[config.mk]
export PLATFORM = sky130hd
export DESIGN_NAME = fpu_op_scheduler
export DESIGN_NICKNAME = d
export VERILOG_FILES = /design/src/rtl/fpu_pkg.sv /design/src/rtl/rr_arbiter_2.sv /design/src/rtl/fpu_op_scheduler.sv
export SDC_FILE = /design/constraint.sdc
export NUM_CORES = 1
export LEC_CHECK = 0
export CELL_PAD_IN_SITES_DETAIL_PLACEMENT = 1
export CELL_PAD_IN_SITES_GLOBAL_PLACEMENT = 2
export CORE_UTILIZATION = 24
export CTS_BUF_LIST = sky130_fd_sc_hd__clkbuf_4 sky130_fd_sc_hd__clkbuf_8
export CTS_CLUSTER_DIAMETER = 200
export CTS_CLUSTER_SIZE = 25
export DETAILED_ROUTE_END_ITERATION = 7
export GPL_ROUTABILITY_DRIVEN = 1
export PLACE_DENSITY = 0.78
export SLEW_MARGIN = 20
export SYNTH_ARGS = -nofsm -noshare
export SYNTH_HDL_FRONTEND = slang
export SYNTH_SLANG_ARGS = --single-unit
[constraint.sdc]
create_clock -name clk -period 5.9 [get_ports clk]
set_input_delay 1.18 -clock clk [delete_from_list [all_inputs] [get_ports clk]]
set_output_delay 1.18 -clock clk [all_outputs]
set_load 0.01 [all_outputs]
[src/rtl/fpu_pkg.sv]
// Shared types and constants for the FPU issue path.
package fpu_pkg;

  localparam int FP_W = 32;

  localparam logic OP_ADD = 1'b0;
  localparam logic OP_MUL = 1'b1;

  typedef enum logic [1:0] {
    IDLE  = 2'd0,
    ISSUE = 2'd1,
    WAIT  = 2'd2,
    RESP  = 2'd3
  } state_e;

  typedef struct packed {
    logic [FP_W-1:0] a;
    logic [FP_W-1:0] b;
    logic            op;
  } fp_req_t;

endpackage

[src/rtl/rr_arbiter_2.sv]
// Two-way round-robin grant; a lone requester always wins, ties go to rr_ptr.
module rr_arbiter_2 (
  input  logic [1:0] vld,
  input  logic       rr_ptr,
  output logic [1:0] gnt
);

  always_comb begin
    gnt = 2'b00;
    case (vld)
      2'b01:   gnt = 2'b01;
      2'b10:   gnt = 2'b10;
      2'b11:   gnt = rr_ptr ? 2'b10 : 2'b01;
      default: gnt = 2'b00;
    endcase
  end

endmodule

[src/rtl/fpu_op_scheduler.sv]
// Single-outstanding add/mul issue controller for two clients, with a
// watchdog that forces a timeout response if the ALU never answers.
module fpu_op_scheduler
  import fpu_pkg::*;
#(
  parameter int TIMEOUT_CYCLES = 64,
  parameter int TO_W           = $clog2(TIMEOUT_CYCLES)
) (
  input  logic            clk,
  input  logic            rst,
  input  logic            req0_vld,
  output logic            req0_rdy,
  input  logic [FP_W-1:0] req0_a,
  input  logic [FP_W-1:0] req0_b,
  input  logic            req0_op,
  input  logic            req1_vld,
  output logic            req1_rdy,
  input  logic [FP_W-1:0] req1_a,
  input  logic [FP_W-1:0] req1_b,
  input  logic            req1_op,
  output logic            alu_i_vld,
  output logic [FP_W-1:0] alu_i_a,
  output logic [FP_W-1:0] alu_i_b,
  output logic            alu_opcode,
  input  logic [FP_W-1:0] alu_o_res,
  input  logic            alu_o_res_vld,
  input  logic            alu_overflow,
  output logic            rsp_vld,
  input  logic            rsp_rdy,
  output logic            rsp_id,
  output logic [FP_W-1:0] rsp_res,
  output logic            rsp_overflow,
  output logic            rsp_timeout,
  output logic            busy
);

  state_e          state;
  logic            rr_ptr;
  logic            cur_id;
  logic [TO_W-1:0] wd_cnt;
  logic [1:0]      gnt;
  fp_req_t         req_sel;
  logic            wd_expire;

  rr_arbiter_2 u_arb (
    .vld    ({req1_vld, req0_vld}),
    .rr_ptr (rr_ptr),
    .gnt    (gnt)
  );

  // Ready is only offered while idle; reset gating keeps it low during rst.
  assign req0_rdy  = (state == IDLE) && !rst && gnt[0];
  assign req1_rdy  = (state == IDLE) && !rst && gnt[1];
  assign busy      = (state != IDLE);
  assign wd_expire = (wd_cnt == TO_W'(TIMEOUT_CYCLES - 1));

  always_comb begin
    req_sel = gnt[1] ? {req1_a, req1_b, req1_op} : {req0_a, req0_b, req0_op};
  end

  always_ff @(posedge clk or posedge rst) begin
    if (rst) begin
      state        <= IDLE;
      rr_ptr       <= 1'b0;
      cur_id       <= 1'b0;
      wd_cnt       <= '0;
      alu_i_vld    <= 1'b0;
      alu_i_a      <= '0;
      alu_i_b      <= '0;
      alu_opcode   <= OP_ADD;
      rsp_vld      <= 1'b0;
      rsp_id       <= 1'b0;
      rsp_res      <= '0;
      rsp_overflow <= 1'b0;
      rsp_timeout  <= 1'b0;
    end else begin
      case (state)
        IDLE: begin
          if (|gnt) begin
            alu_i_a    <= req_sel.a;
            alu_i_b    <= req_sel.b;
            alu_opcode <= req_sel.op;
            cur_id     <= gnt[1];
            alu_i_vld  <= 1'b1;
            state      <= ISSUE;
          end
        end
        ISSUE: begin
          alu_i_vld <= 1'b0;
          wd_cnt    <= '0;
          state     <= WAIT;
        end
        WAIT: begin
          wd_cnt <= wd_cnt + 1'b1;
          // A result landing on the expiry cycle still counts as a result.
          if (alu_o_res_vld) begin
            rsp_res      <= alu_o_res;
            rsp_overflow <= alu_overflow;
            rsp_timeout  <= 1'b0;
            rsp_id       <= cur_id;
            rsp_vld      <= 1'b1;
            state        <= RESP;
          end else if (wd_expire) begin
            rsp_res      <= '0;
            rsp_overflow <= 1'b0;
            rsp_timeout  <= 1'b1;
            rsp_id       <= cur_id;
            rsp_vld      <= 1'b1;
            state        <= RESP;
          end
        end
        RESP: begin
          if (rsp_rdy) begin
            rsp_vld <= 1'b0;
            rr_ptr  <= ~rsp_id;
            state   <= IDLE;
          end
        end
        default: state <= IDLE;
      endcase
    end
  end

endmodule
Word level (Yosys, flattened, before mapping):

Index checks and enable logic that the tools add are counted.

* flip-flop bits (word level): 112
* input bits: 169
* output and inout port bits: 105
* word-level logic and storage cells: 64

* add/subtract/negate cells: 1
* equal/unequal tests: 10
* mux-type cells: 22
* bitwise logic cells: 1
* reductions and logical operators: 17

Operator list (count)
* 65-bit 2-to-1 mux: 1
* 32-bit 2-to-1 mux: 2
* 6-bit case mux with 2 select lines: 1
* 2-bit 2-to-1 mux: 5
* 2-bit nonzero test: 5
* 1-bit 2-to-1 mux: 9
* 2-bit == test (second input constant): 4
* 2-bit case mux with 4 select lines: 1
* 2-bit AND reduction: 4
* 6-bit by 1-bit adder with 6-bit output (second input constant): 1
* 6-bit == test (second input constant): 1
* 2-bit case mux with 3 select lines: 1
* 3-bit AND reduction: 2
* 2-bit by 1-bit == test with 1-bit output (second input constant): 2
* 1-bit case mux with 2 select lines: 2
* 1-bit logical AND: 3
* 3-bit inequality test (second input constant): 1
* 2-bit zero test: 1
* 2-bit by 1-bit inequality test with 1-bit output (second input constant): 1
* 2-bit inequality test (second input constant): 1
* 2-bit OR reduction: 1
* 1-bit zero test: 1
* 1-bit inverter: 1

Longest topological paths before layout:

* depth after elaboration: 5
* depth in mapped cells: 8
* depth with buffers taken out: 5

Modules after synthesis:

A second synthesis with hierarchy kept.

* cells, all modules: 480
* area, all modules: 5226.3 um^2

Modules (own cells, without submodules)
* fpu_op_scheduler: instances 1, cells an instance 477, area each 5207.5 um^2
* rr_arbiter_2: instances 1, cells an instance 3, area each 18.8 um^2

Worst setup path after synthesis:

OpenSTA, ideal clock, no wires.

* path kind: in2out
* start point: in rst
* end point: out req0_rdy
* arrival time: 3999 ps
* slack: 721 ps
* cell stages on the path: 3
* buffers on the path: 0
* cells stage by stage: inv_1 nand3_1 a21oi_1

* longest elaborated chain between the ends: 3

RTL lines
* start: declaration: RTL line fpu_op_scheduler.sv:10 `input logic rst,`
* 1-bit zero test (no line)
* 1-bit logical AND (2 in a row): RTL line fpu_op_scheduler.sv:52 `assign req0_rdy = (state == IDLE) && !rst && gnt[0];`
* end: declaration: RTL line fpu_op_scheduler.sv:12 `output logic req0_rdy,`

No other way between the ends.

Final worst setup path:

* start point: in req0_vld
* end point: out req1_rdy

* longest elaborated chain between the ends: 3
* elaborated cells on any way between the ends: 5
* classes of those cells: eq/ne (3); mux (1); reduce/logical (1)

RTL lines
* start: declaration: RTL line fpu_op_scheduler.sv:11 `input logic req0_vld,`
* 2-bit == test or 2-bit by 1-bit == test with 1-bit output (tied branches): RTL line rr_arbiter_2.sv:10 `case (vld)`
* 2-bit case mux with 3 select lines *: RTL line rr_arbiter_2.sv:10
* 1-bit logical AND *: RTL line fpu_op_scheduler.sv:53 `assign req1_rdy = (state == IDLE) && !rst && gnt[1];`
* end: declaration: RTL line fpu_op_scheduler.sv:17 `output logic req1_rdy,`

Mark *: on every way between the ends. The rest lies on a longest branch, timed or not.

==> summary.txt <==
Timing
  • Slew at the pin with the worst max-slew slack: 0.854 ns
  • Post-route clock skew: 0.0123 ns
  • Fin crit share: 73.7%
  • Setup TNS: 0 ns
  • Final hold viol count: 0
  • Max Fclk: around 230 MHz
  • RSZ-0062 raised after global routing: no
  • Setup ws final: 1.55 ns
  • Final setup fails: 0
  • Slew margin rel.: between 40% and 50%
  • Final-report max-slew violation count: 0
  • Minimum clock period: 4.35 ns

Setup path
  • Element type at the critical path end: output pin
  • Setup CP Type: primary input to output pin
  • Critical path's slowest cell: clkdlybuf4s50_1
  • Required time of the critical path: 4.72 ns
  • Worst Path Max Fanout: 59
  • Crit path arrival time: 3.17 ns
  • CP dominant cell by count: clkdlybuf4s50_1
  • Startpoint Class: primary input
  • Max incr delay on CP: about 0.63 ns
  • CP cell instances: clkdlybuf4s50_1 > and2b_4 > nor4_1 > clkdlybuf4s50_1

Synth
  • Yosys cell types: 43
  • Async set-reset flop share out of synthesis: 100%
  • Synthesized cell area: 5740 um^2
  • Synth top area cells: dfrtp_1 (49%), nand3b_1 (8.5%), a31oi_1 (7.1%)
  • Register area share after synthesis: 48.8%
  • Main synth FF type: dfrtp_1
  • Seq cells post-synth: 112
  • Top-area cell type share of the netlist area: 48.8%
  • Post-synth EDFFs: 0
  • Synth area leader: dfrtp_1
  • Syn_nets: ~750
  • Synth warnings: 0
  • Syn Inst Count: 574
  • Syn avg cell area: ~10 um^2

Outcome
  • Run status: complete, no violations

Floorplanning
  • Core Rows: 56
  • I/O pins: 274
  • Core area: approximately 23000 um^2
  • Die ar.: between 20000 and 25000 um^2
  • Initial Utilization: 24.4%
  • DIE WIDTH: 157 um
  • Die Y: 157 um

Run
  • MaxCap Viol Count: 0

GRT
  • Total congestion overflow: 0
  • First-pass GRT wire length: 33.1 mm
  • Initial antenna violation count: 2
  • Vias in the first global route: 5692
  • Pin count of the biggest net entering global routing: between 80 and 90
  • GR Util All Layers: about 17%

Place
  • DP HPWL: 14.3 mm
  • DP Worst Slack: 1.49 ns
  • RePlAce Congestion: 0.721
  • IO Port Bufs: 273

Clock network
  • Clock Latency Late Sink: 0.39 ns
  • Reg clk slew, reported paths: between 0.1 and 0.15 ns
  • Clk sinks: 112
  • TritonCTS Buffers: 9
  • # hold bufs at CTS: 0
  • H-Tree Depth: 3
  • Clock Path Buffers: 2
  • CTS tree: built
  • Root Buffer: clkbuf_8
  • # resized after CTS: 0
  • Setup bufs post-CTS: 0

Pwr
  • Pwr Density: ~430 nW/um^2
  • Sw frac: 37.4%
  • Leak: 3.40 nW
  • Sw Pwr: 1.43 mW
  • Combinational power share: 52.1%
  • Clock share of power: 12.9%
  • Sequential power share: a little over a third
  • P_int: roughly 2.4 mW
  • Peak supply drop: between 0.15 and 0.2 mV

Routing
  • 1st-iter DRT viols: 253
  • Vias per cell: ~4.9
  • Drt drc: 0
  • Routed len/inst: roughly 19 um
  • Final WL: 21.3 mm
  • Post-DRT Antenna Nets: 0
  • TritonRoute pass-1 iters: 4
  • Vias: 5584

Cells and area
  • Most common cell after layout, fill and taps aside: clkdlybuf4s50_1
  • Share of cells above drive strength 1: 4.55%
  • Multi-input logic area: 2590 um^2
  • Reg area: 2800 um^2
  • # fillers: between 2000 and 3000
  • Area Overhead vs Synth: 54.1%
  • Most frequent cells in the layout: clkdlybuf4s50_1 (272), dfrtp_1 (112), nor2_1 (68), nand3b_1 (65), a31oi_1 (65)
  • Nets: between 900 and 1000

Hold path
  • Worst min path class: flip-flop to flip-flop
cell type report:
cell class,count,share of cell area [%]
flip-flops and latches,112,31.7
clock inverters,6,0.750
clock buffers,10,1.49
inverters,11,0.495
multi-input cells,390,29.3
repair buffers,284,31.8
well taps,319,4.51
diodes,1,0.0283
metrics by stage:
step	hold slack [ns]	power, mW	cells	utilization (%)	cell area [um^2]
finish	0.517	3.83	1133	37.7	8840
global route	0.536	4.13	1132	37.7	8840
CTS	0.515	3.90	1132	37.7	8840
detailed placement	0.485	3.38	1116	36.8	8640
global placement	0.498	3.34	1116	36.8	8640
floorplan	0.447	2.35	574	-	5740
synthesized netlist by cell type (3+ instances only):
cell / count
a21oi_1: 4
o211ai_1: 4
clkbuf_1: 17
dfrtp_1: 112
o211a_1: 33
a221o_1: 33
buf_6: 3
nand2_1: 9
ha_1: 6
inv_1: 10
o2bb2ai_1: 3
a31oi_1: 65
nor2_1: 68
o21ai_1: 16
buf_1: 4
buf_2: 29
nand2b_1: 3
buf_4: 6
nand3b_1: 65
o21ai_0: 55
critical path, delay by kind of cell:
family,cells,cell delay [ns]
AND/OR/NAND/NOR,2,0.80
buffers and inverters,2,1.18
cell families (layout without fill, tap and decap cells):
| kind of cell | Yosys count | in the layout | synth area share [%] |
|---|---|---|---|
| other cells | 0 | 1 | 0 |
| xor+xnor | 1 | 1 | 0.153 |
| mux | 2 | 2 | 0.349 |
| buf+inv | 72 | 311 | 6.17 |
| simple gates | 160 | 160 | 15.8 |
| fa+ha+maj | 6 | 6 | 1.31 |
| compound gates | 221 | 221 | 27.4 |
| flops | 112 | 112 | 48.8 |
worst paths after layout:
path,start,to,slack (ns),cells after the start
setup / recovery,req0_vld,req1_rdy,1.55,4
hold / removal,cur_id,cur_id,0.52,2
setup reg to reg,state[0],rsp_timeout,3.19,7
hold reg to reg,cur_id,cur_id,0.52,2
max in group asynchronous,rst,alu_i_a[15],3.11,4
min in group asynchronous,rst,rsp_res[28],1.41,3
power groups by stage:
| stage | registers [mW] | logic [mW] | clock network [mW] |
|---|---|---|---|
| floorplan | 1.48 | 0.870 | 0 |
| global placement | 1.35 | 2.00 | 0 |
| detailed placement | 1.36 | 2.02 | 0 |
| CTS | 1.34 | 2.03 | 0.526 |
| global route | 1.39 | 2.20 | 0.539 |
| finish | 1.34 | 1.99 | 0.495 |
registers in the layout, indices dropped and copies added (netlist names):
name / flops
alu_i_b: 32
rsp_overflow: 1
alu_i_vld: 1
rsp_res: 32
rr_ptr: 1
rsp_timeout: 1
rsp_vld: 1
rsp_id: 1
wd_cnt: 6
state: 2
cur_id: 1
alu_i_a: 32
alu_opcode: 1
routing by layer:
metal / track usage (%) / routed length [um]
met5: 0 / 0
met4: 3.83 / 199
met3: 6.12 / 1860
met2: 28.6 / 9790
met1: 21.8 / 9470
Note: power is estimated with default switching activity, not from simulation.
